<file path="src/rtl/nibble_serial_adder.sv">
// ---------------------------------------------------------------------------
// nibble_serial_adder
//
// Multi-precision unsigned adder that reuses a single 4-bit ripple-carry
// datapath. Operands are captured on the input handshake, then added one
// nibble per clock (least significant first) with the inter-nibble carry kept
// in a flop. The finished sum is presented with a valid/ready handshake and
// held until the consumer takes it.
//
// Parameters
//   NIBBLES   operand width in nibbles (W = 4*NIBBLES), legal range 1..16
//
// Ports
//   clk        in   rising-edge clock
//   rst_n      in   synchronous reset, active-low
//   in_valid   in   operands/cin valid
//   in_ready   out  block can accept operands (high only when idle)
//   a, b       in   W-bit unsigned operands
//   cin        in   carry into nibble 0
//   out_valid  out  result valid
//   out_ready  in   consumer accepts result
//   sum        out  a+b+cin, low W bits
//   cout       out  carry out of the top nibble
//   ovf        out  signed overflow (present only when NSA_OVF_EN is defined)
//
// Configuration macro
//   NSA_OVF_EN  adds the ovf port and its signed-overflow logic
// ---------------------------------------------------------------------------

// 4-bit ripple-carry adder used as the shared nibble datapath.
module rca_4bit (
    input  logic [3:0] a,
    input  logic [3:0] b,
    input  logic       cin,
    output logic [3:0] sum,
    output logic       cout
);

    logic [4:0] c;

    // Classic full-adder chain, bit 0 upward
    always_comb begin
        c    = '0;
        sum  = '0;
        c[0] = cin;
        for (int i = 0; i < 4; i++) begin
            sum[i]   = a[i] ^ b[i] ^ c[i];
            c[i + 1] = (a[i] & b[i]) | (c[i] & (a[i] ^ b[i]));
        end
        cout = c[4];
    end

endmodule

module nibble_serial_adder #(
    parameter int NIBBLES = 4
) (
    input  logic                 clk,
    input  logic                 rst_n,
    input  logic                 in_valid,
    output logic                 in_ready,
    input  logic [4*NIBBLES-1:0] a,
    input  logic [4*NIBBLES-1:0] b,
    input  logic                 cin,
    output logic                 out_valid,
    input  logic                 out_ready,
    output logic [4*NIBBLES-1:0] sum,
    output logic                 cout
`ifdef NSA_OVF_EN
    ,
    output logic                 ovf
`endif
);

    localparam int W  = 4 * NIBBLES;
    localparam int IW = $clog2(NIBBLES) + 1;
    localparam logic [IW-1:0] LAST_IDX = IW'(NIBBLES - 1);

    typedef enum logic [1:0] {
        IDLE = 2'd0,
        RUN  = 2'd1,
        DONE = 2'd2
    } state_t;

    state_t        state;
    logic [W-1:0]  a_reg;
    logic [W-1:0]  b_reg;
    logic [IW-1:0] idx;
    logic          carry;

    logic [3:0]    a_nib;
    logic [3:0]    b_nib;
    logic [3:0]    sum1;
    logic [3:0]    sum2;
    logic          cout1;
    logic          cout2;
    logic          carry_next;
    logic [W-1:0]  sum_next;

    // Pick the operand nibbles addressed by idx and merge the freshly
    // computed nibble into the running sum.
    always_comb begin
        a_nib    = '0;
        b_nib    = '0;
        sum_next = sum;
        for (int i = 0; i < NIBBLES; i++) begin
            if (idx == i[IW-1:0]) begin
                a_nib               = a_reg[4*i +: 4];
                b_nib               = b_reg[4*i +: 4];
                sum_next[4*i +: 4]  = sum2;
            end
        end
    end

    // First adder sums the operand nibbles, the second folds in the stored
    // carry. Their carries can never both be set: if the first overflows its
    // sum is at most 0xE, so adding one more cannot overflow again.
    rca_4bit u_rca_ab (
        .a    (a_nib),
        .b    (b_nib),
        .cin  (1'b0),
        .sum  (sum1),
        .cout (cout1)
    );

    rca_4bit u_rca_c (
        .a    (sum1),
        .b    ({3'b000, carry}),
        .cin  (1'b0),
        .sum  (sum2),
        .cout (cout2)
    );

    assign carry_next = cout1 | cout2;

    // Control FSM with registered handshake outputs. DONE always returns to
    // IDLE before a new accept, giving one bubble cycle per operation.
    always_ff @(posedge clk) begin
        if (!rst_n) begin
            state     <= IDLE;
            in_ready  <= 1'b1;
            out_valid <= 1'b0;
            a_reg     <= '0;
            b_reg     <= '0;
            idx       <= '0;
            carry     <= 1'b0;
            sum       <= '0;
            cout      <= 1'b0;
`ifdef NSA_OVF_EN
            ovf       <= 1'b0;
`endif
        end else begin
            case (state)
                IDLE: begin
                    if (in_valid) begin
                        a_reg    <= a;
                        b_reg    <= b;
                        carry    <= cin;
                        idx      <= '0;
                        sum      <= '0;
                        cout     <= 1'b0;
`ifdef NSA_OVF_EN
                        ovf      <= 1'b0;
`endif
                        in_ready <= 1'b0;
                        state    <= RUN;
                    end
                end
                RUN: begin
                    sum   <= sum_next;
                    carry <= carry_next;
                    idx   <= idx + 1'b1;
                    if (idx == LAST_IDX) begin
                        cout      <= carry_next;
`ifdef NSA_OVF_EN
                        // sum2[3] is the new sign bit of the full result
                        ovf       <= (a_reg[W-1] == b_reg[W-1]) &&
                                     (sum2[3] != a_reg[W-1]);
`endif
                        out_valid <= 1'b1;
                        state     <= DONE;
                    end
                end
                DONE: begin
                    if (out_ready) begin
                        out_valid <= 1'b0;
                        in_ready  <= 1'b1;
                        state     <= IDLE;
                    end
                end
                default: begin
                    state     <= IDLE;
                    in_ready  <= 1'b1;
                    out_valid <= 1'b0;
                end
            endcase
        end
    end

endmodule

</file>
<file path="config.mk">
export PLATFORM = sky130hd
export DESIGN_NAME = nibble_serial_adder
export DESIGN_NICKNAME = d
export VERILOG_FILES = /design/src/rtl/nibble_serial_adder.sv
export SDC_FILE = /design/constraint.sdc
export NUM_CORES = 1
export LEC_CHECK = 0
export CAP_MARGIN = 20
export CELL_PAD_IN_SITES_DETAIL_PLACEMENT = 0
export CELL_PAD_IN_SITES_GLOBAL_PLACEMENT = 1
export CORE_MARGIN = 4
export CORE_UTILIZATION = 37
export CTS_CLUSTER_SIZE = 10
export DETAILED_ROUTE_END_ITERATION = 12
export PLACE_DENSITY = 0.76
export SYNTH_ARGS = -nofsm -noshare
export SYNTH_HDL_FRONTEND = slang
export SYNTH_SLANG_ARGS = --single-unit
export TNS_END_PERCENT = 30
</file>
<file path="constraint.sdc">
create_clock -name clk -period 4.2 [get_ports clk]
set_clock_uncertainty 0.05 [all_clocks]
set_input_delay 0.42 -clock clk [delete_from_list [all_inputs] [get_ports clk]]
set_output_delay 0.42 -clock clk [all_outputs]
set_load 0.02 [all_outputs]
</file>
==> results by group <==
Outcome
  – Status: finished, final reports clean

Setup path
  – Most frequent CP cell: ha_1
  – Worst EP required: around 4.4 ns
  – Slowest stage delay, CP: ~0.43 ns
  – WP buf/inv: 2
  – CP Max Fanout: 12
  – Critical Path AT: 4.01 ns
  – CP endpoint kind: flop
  – WS Path Type: reg2reg
  – Critical path launch point type: flop
  – Worst r2r dst: sum[15]
  – Cell depth of the worst flop-to-flop path: 14
  – Critical path, cell by cell: ha_1 > ha_1 > nor2_1 > a32o_1 > ha_1 > fa_1 > fa_1 > inv_1 > fa_1 > inv_1 > ha_1 > nand2_1 > or4_1 > o21ai_1
  – Crit-path slowest cell: ha_1
  – R2R setup slack: 0.40 ns
  – R2R Path Start: idx[1]
  – CP top delay family: adder cells

CTS
  – Post-CTS Hold Buffers: 0
  – Worst-skew pair later-pin latency: between 0.3 and 0.4 ns
  – TritonCTS Sinks: between 50 and 60
  – CTS resizes: 0
  – Clock-pin slew on the worst setup and hold paths: approximately 0.060 ns
  – Postcts setup bufs: 0
  – H-tree levels: 3
  – CTS buffer count: 9
  – CTS max path bufs: 2
  – CTS tree: done
  – Root Driver: clkbuf_8

GRT
  – Overall global routing resource usage: 0.1585
  – Initial antenna violation count: 0
  – Number of global-route vias before repair: between 2000 and 2500
  – Total grt overflow: 0
  – Largest net degree at the start of global routing: 59
  – First-pass GRT wire length: ~11000 microns

Min path
  – Worst hold path type: reg2reg
  – Hold path depth: 2
  – Hold endpoint: b_reg[8]
  – Hold path start: b_reg[8]

Run
  – Max_cap viols: 0

Power and ir drop
  – Power Total: roughly 1.2 mW
  – Power Internal: between 0.8 and 0.9 mW
  – Pleak: around 1.3 nW
  – Pwr Density: between 300 and 400 mW/mm^2
  – Sequential share of power: 0.482
  – Clk pwr share: 0.371
  – Sw power: between 0.3 and 0.4 mW
  – Combinational share of power: 0.146
  – Maximum VDD drop: roughly 0.00024 V
  – Switching share of total power: 0.2611

Floorplanning
  – Die area: roughly 0.0086 sq mm
  – Core Box Area: between 0.006 and 0.007 sq mm
  – Die H: 92.95 microns
  – Die Wd: 92.95 microns
  – IO Pins: between 50 and 60
  – Initial core utilization: 0.3866
  – FP Rows: 30

Drt
  – DRC: 0
  – Via Count: roughly 2300
  – DR WL/cell: roughly 14 microns
  – Vias/cell: a little under 5
  – Final WL: 6472 microns
  – First-pass detailed-route iteration total: 4
  – Antenna viol nets, final: 0
  – Iter 0 DRT Violations: 150

Timing
  – Fin crit share: 0.9039
  – Final number of hold-violating endpoints: 0
  – Minimum clock period: between 3 and 4 ns
  – Fin. max-slew vios: 0
  – Finish-stage setup viols: 0
  – Worst slew margin: 0.6070
  – RSZ-0062 raised after global routing: false
  – Hold Slack: around 0.40 ns
  – Fmax: between 0.2 and 0.3 GHz
  – Setup TNS: 0 ns
  – Slew @ Worst Pin: 0.5895 ns

Yosys
  – Synthesized cell area: 0.002670 sq mm
  – Ys Warns: 0
  – Syn Area/Cell: roughly 8.5 sq um
  – Mapped Nets: around 360
  – Sequential share of the synthesized area: 0.4274
  – #FFs+latches synth: 57
  – Yosys cell types: 35
  – Syn Inst Count: ~310

Final layout
  – Fillers: between 700 and 800
  – Most common cell after layout, fill and taps aside: nand2_1
  – Commonest non-fill, non-tap cells in the layout: 96 x nand2_1, 57 x dfxtp_1, 55 x clkdlybuf4s50_1
  – Diodes inserted: 0
  – Register area: ~0.0011 sq mm
  – Layout cell share with drive strength beyond 1: 0.05738
  – Final Core Density: 0.4940
  – Net count, final: between 400 and 500
  – Area of the multi-input gates: around 0.0014 sq mm
  – Layout Area Growth over Synthesis: 27.79%

Placement
  – Post-DP HPWL: approximately 4500 microns
  – IO Port Bufs: 55
  – GP Congestion: 0.7735
[worst max path at each step]
stage / from / endpoint / slack, ns / cells after the start
2_1_floorplan: idx[0] / sum[15] / 0.68 / 16
3_3_place_gp: idx[1] / sum[15] / 0.54 / 14
3_5_place_dp: idx[1] / sum[15] / 0.39 / 14
4_1_cts: idx[1] / sum[15] / 0.35 / 14
5_1_grt: idx[1] / sum[15] / 0.05 / 14
6_report: idx[1] / sum[15] / 0.40 / 14
[area by class of cell]
type / instances / share of cell area
inverters: 6 / 0.006601
well taps: 96 / 0.03520
clock buffers: 13 / 0.04657
repair buffers: 58 / 0.1680
multi-input cells: 229 / 0.4048
clock inverters: 3 / 0.004400
flip-flops and latches: 57 / 0.3344
[through the flow]
step	instance area [sq um]	worst slack, ns	instances
final	3412	0.4038	462
after floorplan	2670	0.6825	314
after CTS	3412	0.3549	462
after global placement	3238	0.5360	446
after global routing	3412	0.04828	462
after detailed placement	3238	0.3897	446
[synth_stat cells]
master     count  share of area
a21boi_1      33          0.093
a21oi_1       10          0.019
a21oi_2        1         0.0033
a22oi_1        2         0.0056
a2bb2oi_1      1         0.0033
a32o_1         6          0.022
a32oi_1        2         0.0066
and2_1         2         0.0047
and3b_1        1         0.0033
buf_2          7          0.013
buf_4          1         0.0028
buf_6          4          0.017
clkbuf_1      10          0.014
dfxtp_1       57           0.43
fa_1           3          0.022
ha_1          10          0.047
inv_1          5         0.0070
inv_2          1         0.0014
mux2i_1        2         0.0075
nand2_1       96           0.13
nand2_2        1         0.0023
nand2b_1      11          0.026
nand3_1        2         0.0037
nand4bb_1      3          0.013
nor2_1         3         0.0042
nor2b_1        4         0.0094
nor3_1         1         0.0019
nor3b_4        1         0.0070
o21a_1         1         0.0028
o21ai_1       14          0.026
o21bai_1       1         0.0028
o22ai_1       12          0.028
o2bb2ai_1      1         0.0033
or3b_1         1         0.0033
or4_1          4          0.011
[metal layers]
layer	vias to the layer above	track usage	wire, microns
met1	1058	0.2020	2979
li1	1164	-	-
met2	54	0.2579	3112
met3	4	0.05361	321
met5	-	0	0
met4	0	0.03785	59
[cells by family (layout without fill, tap and decap cells)]
| kind of cell | Yosys count | after routing | synth area share |
|---|---|---|---|
| AOI/OAI and AO/OA | 84 | 84 | 0.2160 |
| adders and majority gates | 13 | 13 | 0.06935 |
| buffers and inverters | 28 | 80 | 0.05529 |
| DFF | 57 | 57 | 0.4274 |
| muxes | 2 | 2 | 0.007498 |
| and+or+nand+nor | 130 | 130 | 0.2245 |
[tightest hold or removal path: stages, from the launching register on]
cell      delay, ns
dfxtp_1        0.31
nand2_1        0.05
a21boi_1       0.05
[power by group through the flow]
stage	sequential [mW]	combinational, mW	clock (mW)
2_1_floorplan	0.593	0.113	0
6_report	0.584	0.177	0.450
3_3_place_gp	0.597	0.178	0
3_5_place_dp	0.597	0.180	0
5_1_grt	0.587	0.202	0.489
4_1_cts	0.585	0.181	0.462
(Power assumes the default switching activity.)
